### src/rtl/sad_disparity_scheduler.sv
// rtl/sad_disparity_scheduler.sv - disparity search sequencer around a single-window SAD
module sad_disparity_scheduler #(
    parameter int WIN       = 15,
    parameter int DATA_SIZE = 8,
    parameter int MAX_DISP  = 3,
    parameter int DISP_W    = (MAX_DISP > 1) ? $clog2(MAX_DISP) : 1,
    parameter int SAD_W     = DATA_SIZE + $clog2(WIN)
) (
    input  logic                     clk,
    input  logic                     rst_n,
    input  logic                     in_valid,
    output logic                     in_ready,
    input  logic [DATA_SIZE*WIN-1:0] in_left,
    output logic                     fetch_req,
    output logic [DISP_W-1:0]        fetch_disp,
    input  logic                     fetch_ack,
    input  logic [DATA_SIZE*WIN-1:0] fetch_data,
    output logic                     out_valid,
    input  logic                     out_ready,
    output logic [DISP_W-1:0]        out_disp,
    output logic [SAD_W-1:0]         out_sad
);

    typedef enum logic [1:0] {
        S_IDLE,
        S_FETCH,
        S_DONE
    } state_t;

    localparam logic [DISP_W-1:0] LAST_DISP = DISP_W'(MAX_DISP - 1);

    state_t                   state_q, state_d;
    logic [DATA_SIZE*WIN-1:0] left_q, left_d;
    logic [DISP_W-1:0]        d_q, d_d;
    logic [DISP_W-1:0]        best_q, best_d;
    logic [SAD_W-1:0]         min_q, min_d;

    logic [DATA_SIZE-1:0]     diff [WIN];
    logic [SAD_W-1:0]         sad;

    // Per-pixel absolute difference between the captured left window and the fetched right window
    for (genvar g = 0; g < WIN; g++) begin : g_absdiff
        logic [DATA_SIZE-1:0] l_px;
        logic [DATA_SIZE-1:0] r_px;
        assign l_px    = left_q[g*DATA_SIZE +: DATA_SIZE];
        assign r_px    = fetch_data[g*DATA_SIZE +: DATA_SIZE];
        assign diff[g] = (l_px >= r_px) ? (l_px - r_px) : (r_px - l_px);
    end

    // Sum of absolute differences; SAD_W is wide enough that this never wraps
    always_comb begin
        sad = '0;
        for (int i = 0; i < WIN; i++) begin
            sad = sad + SAD_W'(diff[i]);
        end
    end

    // State and search registers; reset discards any in-flight search
    always_ff @(posedge clk or negedge rst_n) begin
        if (!rst_n) begin
            state_q <= S_IDLE;
            left_q  <= '0;
            d_q     <= '0;
            best_q  <= '0;
            min_q   <= '0;
        end else begin
            state_q <= state_d;
            left_q  <= left_d;
            d_q     <= d_d;
            best_q  <= best_d;
            min_q   <= min_d;
        end
    end

    // Next-state: capture window, walk disparities on each ack, hold result until consumed
    always_comb begin
        state_d = state_q;
        left_d  = left_q;
        d_d     = d_q;
        best_d  = best_q;
        min_d   = min_q;
        unique case (state_q)
            S_IDLE: begin
                if (in_valid) begin
                    left_d  = in_left;
                    d_d     = '0;
                    state_d = S_FETCH;
                end
            end
            S_FETCH: begin
                if (fetch_ack) begin
                    // First candidate seeds the minimum; later ones must be strictly better,
                    // so ties stay with the lowest disparity.
                    if ((d_q == '0) || (sad < min_q)) begin
                        min_d  = sad;
                        best_d = d_q;
                    end
                    if (d_q == LAST_DISP) begin
                        state_d = S_DONE;
                    end else begin
                        d_d = d_q + DISP_W'(1);
                    end
                end
            end
            S_DONE: begin
                if (out_ready) begin
                    state_d = S_IDLE;
                end
            end
            default: state_d = S_IDLE;
        endcase
    end

    assign in_ready   = (state_q == S_IDLE);
    assign fetch_req  = (state_q == S_FETCH);
    assign fetch_disp = (state_q == S_FETCH) ? d_q : '0;
    assign out_valid  = (state_q == S_DONE);
    assign out_disp   = best_q;
    assign out_sad    = min_q;

endmodule

### config.mk
export PLATFORM = sky130hd
export DESIGN_NAME = sad_disparity_scheduler
export DESIGN_NICKNAME = d
export VERILOG_FILES = /design/src/rtl/sad_disparity_scheduler.sv
export SDC_FILE = /design/constraint.sdc
export NUM_CORES = 1
export LEC_CHECK = 0
export ABC_AREA = 1
export BUFFER_PORTS_ARGS = -buffer_cell sky130_fd_sc_hd__buf_2
export CAP_MARGIN = 20
export CORE_MARGIN = 1.5
export CORE_UTILIZATION = 61
export CTS_CLUSTER_DIAMETER = 30
export DETAILED_ROUTE_END_ITERATION = 12
export MAX_ROUTING_LAYER = met4
export PLACE_DENSITY_LB_ADDON = 0.2
export REMOVE_ABC_BUFFERS = 1
export SYNTH_ARGS = -nofsm -noshare
export SYNTH_HDL_FRONTEND = slang
export SYNTH_SLANG_ARGS = --single-unit
### constraint.sdc
create_clock -name clk -period 9.4 [get_ports clk]
set_input_delay 1.88 -clock clk [delete_from_list [all_inputs] [get_ports clk]]
set_output_delay 1.88 -clock clk [all_outputs]
set_load 0.02 [all_outputs]
==> Word-level counts from Yosys, hierarchy flattened <==
Cells that the tools add are included.
Widths: inputs -> output; s select.
{ "totals": {"regBits": 138, "latchBits": 0, "ram_bits": 0, "romBits": 0, "in_bits": 245, "out_inout_bits": 19, "word_cells": 107, "n_memories": 0} }
{ "classes": {"n_addsub": 45, "mul": 0, "div_mod_pow": 0, "magnitude_cmp": 16, "eq_ne": 8, "shift": 0, "n_mux": 25, "n_bitwise": 0, "n_reduce_logical": 8} }
{ "ops": {"columns": ["op", "n"], "rows": [
  ["$sub 8x8->8", 30],
  ["$add 12x8->12", 10],
  ["$ge 8x8->1", 15],
  ["$mux 8", 15],
  ["$mux 2", 8],
  ["$add 11x8->12", 1],
  ["$lt 12x12->1", 1],
  ["$add 10x8->11", 1],
  ["$add 9x8->10", 1],
  ["$add 8x8->9", 1],
  ["$reduce_and 4->1", 2],
  ["$ne 2x1->1 const B", 3],
  ["$pmux 2 s3", 1],
  ["$eq 2x2->1 const B", 2],
  ["$logic_not 2->1", 2],
  ["$ne 2x2->1 const B", 2],
  ["$pmux 2 s2", 1],
  ["$reduce_and 3->1", 1],
  ["$add 2x1->2 const B", 1],
  ["$eq 2x1->1 const B", 1],
  ["$reduce_and 2->1", 1],
  ["$reduce_bool 2->1", 1],
  ["$logic_or 1x1->1", 1]
]} }

==> Logic depth before layout (Yosys ltp) <==
{ "depth": {"depth_word": 19, "mapped_depth": 46, "depth_no_buf": 45} }

==> Worst setup path after synthesis <==
Ideal clock, no wire load.
{ "synth_timing": {"kind": "in2reg", "startpoint": "in fetch_data[40]", "endpoint": "reg min_q[3] (netlist: out_sad[3])", "setup_ns": 0.117, "arrival_ns": 8.420, "required_time_ns": 9.283, "path_slack_ns": 0.863, "path_stages": 41, "n_path_buf": 2, "path_cell_list": "ha_1 -> inv_1 -> fa_1 -> nand2_4 -> nand2_2 -> nand2_2 -> nand2_2 -> o21ai_2 -> nand2_1 -> buf_6 -> nand3_1 -> o21ai_1 -> fa_1 -> inv_1 -> fa_1 -> inv_1 -> fa_1 -> fa_1 -> [5 not listed] -> fa_1 -> nand3_1 -> nand2_1 -> nand2_1 -> nand2_1 -> nand2_1 -> nand2_1 -> ha_1 -> nand2_1 -> nor2_1 -> nand2_1 -> nor2_1 -> nand2_1 -> nand2_2 -> nand2_4 -> buf_2 -> nand3_1 -> nand2_1"} }
{ "synth_between": {"elab_chain_cells": 15, "elab_cells_between_ends": 17, "cone_classes": "add/sub: 12; order compare: 2; mux: 1; reduce/logical: 2"} }
{ "synth_lines": {"columns": ["element", "line", "source"], "rows": [
  ["start, declared", "17", "input logic [DATA_SIZE*WIN-1:0] fetch_data,"],
  ["$sub 8x8->8 or $ge 8x8->1 (tied branches)", "47", "assign diff[g] = (l_px >= r_px) ? (l_px - r_px) : (r_px - l_px);"],
  ["$mux 8 (*)", "47", null],
  ["$add 12x8->12 (*) (10 in a row)", "54", "sad = sad + SAD_W'(diff[i]);"],
  ["via sad[10]", "39", "logic [SAD_W-1:0] sad;"],
  ["$lt 12x12->1 (*)", "94", "if ((d_q == '0) || (sad < min_q)) begin"],
  ["$logic_or 1x1->1 (*)", "94", null],
  ["$reduce_and 3->1 (no source line) (*)", null, null],
  ["end signal, assigned", "71", "min_q <= min_d;"],
  ["end, declared", "36", "logic [SAD_W-1:0] min_q, min_d;"]
]} }
Mark *: on every way through the listed nets, which the timed path passes. The rest lies on a longest branch.
A chain may end at the register's enable or synchronous reset.

==> Worst setup path after layout <==
{ "layout_timing": {"startpoint": "in fetch_data[40]", "endpoint": "reg min_q[2] (netlist: out_sad[2])"} }
Same word-level chain as after synthesis.

==> summary.md <==
| Metric | Value |
|---|---|
| Outcome | finished, final reports clean |
| Post-route ant nets | 0 |
| Routed wire length | 49700 um |
| CTS tree | yes |
| Synthesized area per cell | 6.96 um2 |
| Crit Path Class | in -> reg |
| Final clock skew | 9.56 ps |
| Seq/Total Area, Yosys | 17.4% |
| Total global-route track usage | 31.2% |
| Initial core utilization | 62.6% |
| Buffers on Ports | 263 |
| CTS clock-pin slew for the worst setup and hold paths | 70 ps |
| Share of the synthesized area in the top cell type | 17.4% |
| Pre-CTS WS | 86.7 ps |
| TritonRoute pass-1 iters | 6 |
| CP startpoint kind | input pin |
| Cells taking the most area after synthesis | dfrtp_1 17%, ha_1 16%, nand2_1 16% |
| CTS Root Buffer Type | clkbuf_16 |
| Synth area leader | dfrtp_1 |
| Crit-path max cell delay | 570 ps |
| Worst hold path class | reg -> reg |
| Clock Latency Late Sink | 460 ps |
| Arr. time, crit path | 9250 ps |
| Post-DP HPWL | 40900 um |
| Crit path max fanout | 15 |
| Max-Slew Margin vs Limit | 37.7% |
| Post-synth EDFFs | 0 |
| Starting DRT DRC Count | 924 |
| Overflow after GRT | 0 |
| Vias | 18048 |
| Final setup fails | 0 |
| Fmax | 112 MHz |
| WL/cell | 14.0 um |
| Endpoint class of the critical path | flop |
| Most frequent cells after synthesis | 840 x nand2_1, 621 x inv_1, 258 x ha_1 |
| Die width | 184 um |
| Share of layout cells above drive strength 1 | 12.8% |
| Vias in the first global route | 17668 |
| Final GP Congestion | 0.943 |
| CTS Hold Bufs | 0 |
| Postcts setup bufs | 0 |
| Most common cell in the netlist | nand2_1 |
| Via/cell ratio | 5.10 |
| Area Overhead vs Synth | 10.9% |
| Ys flop type | dfrtp_1 |
| Synth warn | 0 |
| Final #Nets | 3724 |
| Synthesized flop and latch total | 138 |
| Die Area | 0.0337 mm2 |
| Required @ worst endpoint | 9740 ps |
| CTS Buf Count | 17 |
| Worst path most repeated cell | fa_1 |
| Initial antenna violation count | 3 |
| Max Cap Viol | 0 |
| CTS H-Tree Depth | 4 |
| Cells after synthesis | 2859 |
| IO Count | 264 |
| Fraction of registers with async set or reset after synthesis | 100% |
| RSZ-0062 raised after global routing | no |
| Slew Viols, Final | 0 |
| CTS Sinks | 138 |
| Row count | 65 |
| Largest net degree at the start of global routing | 133 |
| DRC viols | 0 |
| Final WS setup | 488 ps |
| Resized Gates After CTS | 0 |
| Synth Cell Area | 0.0199 mm2 |
| Final hold viol count | 0 |
| Final period util | 94.8% |
| Core area | 0.0318 mm2 |
| Tmin final | 8910 ps |
| Worst-case clock buffer depth | 2 |
| First-pass GRT wire length | 82300 um |
| Post-route setup TNS | 0 ps |
| Worst-Margin Slew | 934 ps |
| Synth unique cells | 40 |
| Die Height | 184 um |
| Max stage delay cell, worst path | fa_1 |
per-layer routing:
metal	track usage (%)	wire length, um
met5	-	0
met1	39.9	22800
met2	51.4	23200
met4	8.39	976
met3	4.89	2730
stage by stage:
| stage | std cells | cell area, um2 | utilization (%) | hold WS, ps |
|---|---|---|---|---|
| finish | 3542 | 22100 | 69.4 | 483 |
| global route | 3542 | 22100 | 69.4 | 503 |
| CTS | 3539 | 22000 | 69.3 | 482 |
| detailed placement | 3507 | 21400 | 67.3 | 465 |
| global placement | 3507 | 21400 | 67.3 | 457 |
| floorplan | 2805 | 19500 | - | 453 |
cell type report:
| type | count | area [um2] |
|---|---|---|
| multi-input cells | 2017 | 13600 |
| fillers | 2801 | 9740 |
| flip-flops and latches | 138 | 3450 |
| repair buffers | 267 | 1350 |
| inverters | 650 | 2450 |
| diodes | 3 | 7.51 |
| clock inverters | 14 | 210 |
| well taps | 435 | 544 |
| clock buffers | 18 | 429 |
worst paths after layout:
| check | start | to | slack, ps | depth (start not counted) |
|---|---|---|---|---|
| max | fetch_data[40] | out_sad[2] | 490 | 37 |
| min | out_disp[0] | out_disp[0] | 480 | 2 |
| max reg2reg | left_q[40] | out_sad[2] | 1560 | 37 |
| min reg2reg | out_disp[0] | out_disp[0] | 480 | 2 |
| max in group asynchronous | rst_n | left_q[13] | 6580 | 2 |
| min in group asynchronous | rst_n | left_q[117] | 1440 | 1 |
layout by cell type (no fill, tap or decap), types with 11 or more instances in the layout:
cell type	n
a21boi_0	13
a21o_1	14
a21oi_1	132
buf_2	262
clkbuf_16	17
dfrtp_1	138
fa_1	130
ha_1	258
inv_1	621
inv_2	27
nand2_1	840
nand2_2	17
nand2_4	11
nand3_1	131
nor2_1	70
nor3_1	20
o21ai_0	104
o21ai_1	94
o21ai_2	22
o21bai_1	16
xor2_1	93
worst max-delay path: cells and delay by family:
kind	cells	cell delay (ps)
buf+inv	6	410
simple gates	16	1760
fa+ha+maj	10	4400
compound gates	4	540
xor+xnor	1	260
flip-flops by register name (all words and copies together), names as in the netlist:
name	count
d_q	2
left_q	120
out_disp	2
out_sad	12
state_q	2
logic make-up after synthesis:
group	synth area share [%]
adders and majority gates	29.3
and+or+nand+nor	23.2
DFF	17.4
xor gates and xnor gates	4.53
buffers and inverters	14.2
AOI/OAI and AO/OA	11.4
Power is left out: the tool's default activity adds up to more than one toggle a clock period on the data nets, which glitch-free logic cannot reach.
